File: config.mk
export PLATFORM = sky130hd
export DESIGN_NAME = vga_code_mailbox_flat
export DESIGN_NICKNAME = d
export VERILOG_FILES = /design/src/rtl/vga_code_mailbox_if.sv /design/src/rtl/vga_code_mailbox.sv /design/src/flat_wrapper.sv
export SDC_FILE = /design/constraint.sdc
export NUM_CORES = 1
export LEC_CHECK = 0
export CAP_MARGIN = 30
export CORE_ASPECT_RATIO = 0.9
export CORE_UTILIZATION = 47
export CTS_BUF_LIST = sky130_fd_sc_hd__clkbuf_16
export DETAILED_ROUTE_END_ITERATION = 10
export PLACE_DENSITY = 0.89
export SYNTH_ARGS = -nofsm -noshare
export SYNTH_HDL_FRONTEND = slang
export SYNTH_SLANG_ARGS = --single-unit
File: constraint.sdc
create_clock -name clk -period 3.38 [get_ports clk]
set_input_delay 0.507 -clock clk [delete_from_list [all_inputs] [get_ports clk]]
set_output_delay 0.507 -clock clk [all_outputs]
set_load 0.01 [all_outputs]
File: src/rtl/vga_code_mailbox_if.sv
// CPU bus bundle for the VGA code mailbox: one-cycle select/write strobe,
// 2-bit register address, 32-bit write data and registered read data.
interface vga_code_mailbox_if;
  logic        cs;
  logic        we;
  logic [1:0]  addr;
  logic [31:0] wdata;
  logic [31:0] rdata;

  modport master (
    output cs,
    output we,
    output addr,
    output wdata,
    input  rdata
  );

  modport slave (
    input  cs,
    input  we,
    input  addr,
    input  wdata,
    output rdata
  );
endinterface

File: src/rtl/vga_code_mailbox.sv
// Shadow/active display-code mailbox feeding the VGA controller. New codes
// commit at the start of vertical sync; frames are counted and can raise an IRQ.
module vga_code_mailbox #(
  parameter int FRAME_W = 16
) (
  input  logic                clk,
  input  logic                rst,
  vga_code_mailbox_if.slave   bus,
  input  logic                v_sync,
  output logic [31:0]         code,
  output logic                irq
);

  localparam logic [1:0] ADDR_SHADOW = 2'd0;
  localparam logic [1:0] ADDR_CTRL   = 2'd1;
  localparam logic [1:0] ADDR_FRAME  = 2'd2;
  localparam logic [1:0] ADDR_ACTIVE = 2'd3;

  localparam logic [0:0] ST_IDLE    = 1'b0;
  localparam logic [0:0] ST_PENDING = 1'b1;

  logic               s1;
  logic               s2;
  logic               s3;
  logic               frame_tick;
  logic [31:0]        shadow;
  logic               imm;
  logic               irq_en;
  logic [0:0]         state;
  logic               pending;
  logic [FRAME_W-1:0] frame;
  logic               wr;
  logic               rd;
  logic               shadow_wr;
  logic               ctrl_wr;
  logic               frame_wr;
  logic [31:0]        frame_ext;
  logic [31:0]        rd_mux;

  assign wr        = bus.cs & bus.we;
  assign rd        = bus.cs & ~bus.we;
  assign shadow_wr = wr & (bus.addr == ADDR_SHADOW);
  assign ctrl_wr   = wr & (bus.addr == ADDR_CTRL);
  assign frame_wr  = wr & (bus.addr == ADDR_FRAME);

  // Falling edge of the synchronised active-low v_sync.
  assign frame_tick = s3 & ~s2;
  assign pending    = (state == ST_PENDING);
  assign frame_ext  = 32'(frame);

  always_ff @(posedge clk or posedge rst) begin
    if (rst) begin
      s1 <= 1'b1;
      s2 <= 1'b1;
      s3 <= 1'b1;
    end else begin
      s1 <= v_sync;
      s2 <= s1;
      s3 <= s2;
    end
  end

  always_ff @(posedge clk or posedge rst) begin
    if (rst) begin
      imm    <= 1'b0;
      irq_en <= 1'b0;
    end else if (ctrl_wr) begin
      imm    <= bus.wdata[0];
      irq_en <= bus.wdata[1];
    end
  end

  always_ff @(posedge clk or posedge rst) begin
    if (rst) begin
      shadow <= 32'd0;
    end else if (shadow_wr) begin
      shadow <= bus.wdata;
    end
  end

  // A write landing on the tick edge is committed straight away so fresh data
  // is never held back a whole frame.
  always_ff @(posedge clk or posedge rst) begin
    if (rst) begin
      code <= 32'd0;
    end else if (shadow_wr && (imm || frame_tick)) begin
      code <= bus.wdata;
    end else if (frame_tick && pending) begin
      code <= shadow;
    end
  end

  always_ff @(posedge clk or posedge rst) begin
    if (rst) begin
      state <= ST_IDLE;
    end else begin
      case (state)
        ST_IDLE: begin
          if (shadow_wr && !imm && !frame_tick) state <= ST_PENDING;
        end
        ST_PENDING: begin
          if (frame_tick || (shadow_wr && imm)) state <= ST_IDLE;
        end
        default: state <= ST_IDLE;
      endcase
    end
  end

  always_ff @(posedge clk or posedge rst) begin
    if (rst) begin
      frame <= '0;
    end else if (frame_tick) begin
      frame <= frame + FRAME_W'(1);
    end
  end

  // Setting has priority over a FRAME-write clear so no tick is lost.
  always_ff @(posedge clk or posedge rst) begin
    if (rst) begin
      irq <= 1'b0;
    end else if (frame_tick && irq_en) begin
      irq <= 1'b1;
    end else if (frame_wr) begin
      irq <= 1'b0;
    end
  end

  always_comb begin
    rd_mux = 32'd0;
    case (bus.addr)
      ADDR_SHADOW: rd_mux = shadow;
      ADDR_CTRL:   rd_mux = {29'd0, pending, irq_en, imm};
      ADDR_FRAME:  rd_mux = frame_ext;
      ADDR_ACTIVE: rd_mux = code;
      default:     rd_mux = 32'd0;
    endcase
  end

  always_ff @(posedge clk or posedge rst) begin
    if (rst) begin
      bus.rdata <= 32'd0;
    end else if (rd) begin
      bus.rdata <= rd_mux;
    end
  end

endmodule

File: src/flat_wrapper.sv
// flat-port wrapper written by rule: the top's interface ports become plain ports
module vga_code_mailbox_flat 
#(
  parameter int FRAME_W = 16
)
  (clk, rst, v_sync, code, irq, bus_cs, bus_we, bus_addr, bus_wdata, bus_rdata);
  vga_code_mailbox_if bus_i ();
  input  logic clk;
  input  logic rst;
  input  logic v_sync;
  output logic [31:0] code;
  output logic irq;
  input wire logic [$bits(bus_i.cs)-1:0] bus_cs;
  input wire logic [$bits(bus_i.we)-1:0] bus_we;
  input wire logic [$bits(bus_i.addr)-1:0] bus_addr;
  input wire logic [$bits(bus_i.wdata)-1:0] bus_wdata;
  output wire logic [$bits(bus_i.rdata)-1:0] bus_rdata;
  assign bus_i.cs = bus_cs;
  assign bus_i.we = bus_we;
  assign bus_i.addr = bus_addr;
  assign bus_i.wdata = bus_wdata;
  assign bus_rdata = bus_i.rdata;
  vga_code_mailbox #(.FRAME_W(FRAME_W)) u_core (.clk(clk), .rst(rst), .bus(bus_i), .v_sync(v_sync), .code(code), .irq(irq));
endmodule
==> flow_summary.yaml <==
run_status:
  outcome: "completed"
final_layout:
  seqCellArea_um2: 2980
  multi_input_area_um2: 2080
  final_util_pct: 64.2
  syn_to_final_growth_pct: 32.3
  drive_gt1_share_pct: 16.0
  diodes: 0
  fillers: 805
  instances_no_fill: 719
  fin_nets: 594
die:
  die_area_um2: 11600
  rows: 36
  die_w_um: 114
  start_util_pct: 48.5
  dieHeight_um: 102
  io_pins: 104
  core_region_area_um2: 10900
yosys:
  syn_nets: 491
  yosys_warnings: 0
  ys_seq_area_share_pct: 56.6
  ys_types: 33
  netlist_area_um2: 5270
  synth-seq-cells: 119
  synth_cells: 451
  synth_area_per_cell_um2: 11.7
run:
  maxCapViolations: 0
setup_path:
  critPathMaxFanout: 21
  r2r_setup_slack_ns: 1.43
  worst_setup_path_start_kind: "input port"
  arrival_ns: 2.42
  cp-end-kind: "flop"
  worstPathRequired_ns: 3.69
  crit_type: "in2reg"
global_route:
  grtUsageTotal_pct: 23.4
  grt_start_max_net_pins: 66
  grt_pass1_vias: 4100
  antenna_found_initial: 0
  grt_overflow: 0
  grt_pass1_wl_mm: 20.5
placement:
  place.gp.congestion: 0.812
  dp_hpwl_mm: 8.15
  placedCellCount: 686
  portBuffers: 103
  pre_cts_ws_ns: 0.901
clocking:
  cts_tree: "yes"
  cts_num_sinks: 119
  cts_resized: 0
  worstSkewPairLatency_ns: 0.41
  cts-buffers-inserted: 17
  post-cts-setup-buffers: 0
  cts_max_path_buffers: 2
  cts.htree.levels: 4
  cts.clk_slew.worst_paths_ns: 0.05
  cts-root-buf: "clkbuf_16"
  ctsHoldBuffers: 0
timing:
  fin_ws_ns: 1.27
  min_period_ns: 2.11
  worstMarginPinSlew_ns: 0.801
  slew_headroom_pct: 46.6
  clock_skew_ns: 0.00786
  rsz0062_at_grt: "no"
  slew_viol_final: 0
  setup_viol: 0
  tns_ns: 0
  hold_violations: 0
  fin_crit_sh_pct: 62.3
  fmax_mhz: 475
pwr:
  power_leakage_nw: 3.15
  powerDensity_nw_per_um2: 750
  max-vdd-ir-drop_mv: 0.390
min_path:
  worstHoldPathType: "reg2reg"
routing:
  ant_nets: 0
  vias_per_cell: 5.45
  wl_per_cell_um: 17.4
  first_pass_iters: 5
  drc: 0
  vias: 3919
  drt_iter0_drc: 278
  wl_mm: 12.5
area by class of cell:
cell class	count	area share, %
clock buffer	17	6.10
clock inverter	15	2.23
inverter	3	0.215
multi-input combinational	300	29.9
sequential	119	42.8
tap	152	2.73
timing repair buffer	113	16.1
report_power, final:
group          leakage [nW]  switching [mW]  internal [mW]
Combinational          1.42           0.531          0.791
Sequential             1.45           0.342           1.81
Clock                 0.281           0.669           1.09
per-stage QoR:
step | area [µm²] | hold WS [ns] | power, mW
after global routing | 6970 | 0.368 | 5.48
final | 6970 | 0.364 | 5.23
after detailed placement | 6370 | 0.350 | 3.49
after global placement | 6370 | 0.353 | 3.40
after floorplan | 5270 | 0.345 | 2.72
after CTS | 6950 | 0.364 | 5.25
Yosys cell counts (all sizes together):
| cell | n | share of area [%] |
|---|---|---|
| and4bb | 1 | 0.24 |
| and2 | 1 | 0.12 |
| nand3 | 4 | 0.38 |
| buf | 21 | 3.1 |
| clkbuf | 8 | 0.57 |
| nor2b | 1 | 0.12 |
| xor2 | 4 | 0.66 |
| dfrtp | 116 | 55 |
| nand2 | 34 | 2.6 |
| a21oi | 45 | 4.3 |
| and3 | 2 | 0.24 |
| nor3 | 1 | 0.095 |
| inv | 3 | 0.21 |
| a22oi | 16 | 2.3 |
| nand3b | 1 | 0.14 |
| nand4 | 4 | 0.47 |
| a22o | 1 | 0.17 |
| mux2 | 38 | 8.1 |
| mux4 | 3 | 1.3 |
| nand2b | 1 | 0.12 |
| xnor2 | 11 | 1.8 |
| mux2i | 46 | 8.7 |
| o21ai | 30 | 3.1 |
| ha | 1 | 0.24 |
| nor2 | 51 | 3.7 |
| nand4b | 3 | 0.50 |
| and4 | 1 | 0.17 |
| dfstp | 3 | 1.5 |
state kept, by name, indices dropped and copies added (netlist names):
register and flops:
u_core.s2 1, u_core.irq 1, u_core.shadow 32, u_core.imm 1, u_core.code 32, u_core.s1 1
u_core.s3 1, u_core.frame 16, u_core.irq_en 1, u_core.bus.rdata 32, u_core.pending 1
kinds of logic (layout without fill, tap and decap cells):
kind of cell / count (synthesis) / count (layout) / share of synthesized area [%]
buf+inv: 32 / 148 / 3.92
mux: 87 / 87 / 18.1
xor+xnor: 15 / 15 / 2.49
flops: 119 / 119 / 56.6
fa+ha+maj: 1 / 1 / 0.237
simple gates: 105 / 105 / 8.83
compound gates: 92 / 92 / 9.78
worst max-delay path, cell delays in order:
cell and delay (ns):
clkdlybuf4s50_1 0.57, buf_4 0.27, and2_1 0.35, buf_4 0.35, a22oi_1 0.11, o21ai_0 0.23
cells in the final DEF, fill, tap and decap left out, drive strengths merged:
master,netlist,final
a22oi,16,16
clkbuf,8,17
a21oi,45,45
nand4b,3,3
clkdlybuf4s50,0,103
nor3,1,1
nor2b,1,1
a22o,1,1
nor2,51,51
nand3,4,4
nand2b,1,1
inv,3,4
buf,21,10
and3,2,2
xor2,4,4
dfstp,3,3
mux4,3,3
bufinv,0,2
clkinvlp,0,3
nand2,34,34
and2,1,1
ha,1,1
mux2,38,38
xnor2,11,11
and4,1,1
mux2i,46,46
dfrtp,116,116
nand4,4,4
nand3b,1,1
o21ai,30,30
and4bb,1,1
clkinv,0,9
routing by layer:
| metal | vias to the layer above | share of wire (%) | GRT usage, % |
|---|---|---|---|
| met5 | - | 0 | 0 |
| met4 | 0 | 1.9 | 10.5 |
| met3 | 22 | 5.9 | 5.69 |
| met2 | 167 | 50 | 39.1 |
| met1 | 1936 | 43 | 29.1 |
| li1 | 1794 | - | - |
path summary, 6_finish.rpt:
kind,depth (start not counted),start,end
max in group asynchronous,3,rst,u_core.frame[15]$_DFFE_PP0N_
setup / recovery,6,bus_addr[0],u_core.bus.rdata[19]$_DFFE_PP0P_
hold reg to reg,0,u_core.s1$_DFF_PP1_,u_core.s2$_DFF_PP1_
hold / removal,0,u_core.s1$_DFF_PP1_,u_core.s2$_DFF_PP1_
setup reg to reg,5,u_core.s3$_DFF_PP1_,u_core.code[24]$_DFFE_PP0P_
min in group asynchronous,3,rst,u_core.bus.rdata[30]$_DFFE_PP0P_
Power figures use the tool's default switching activity.
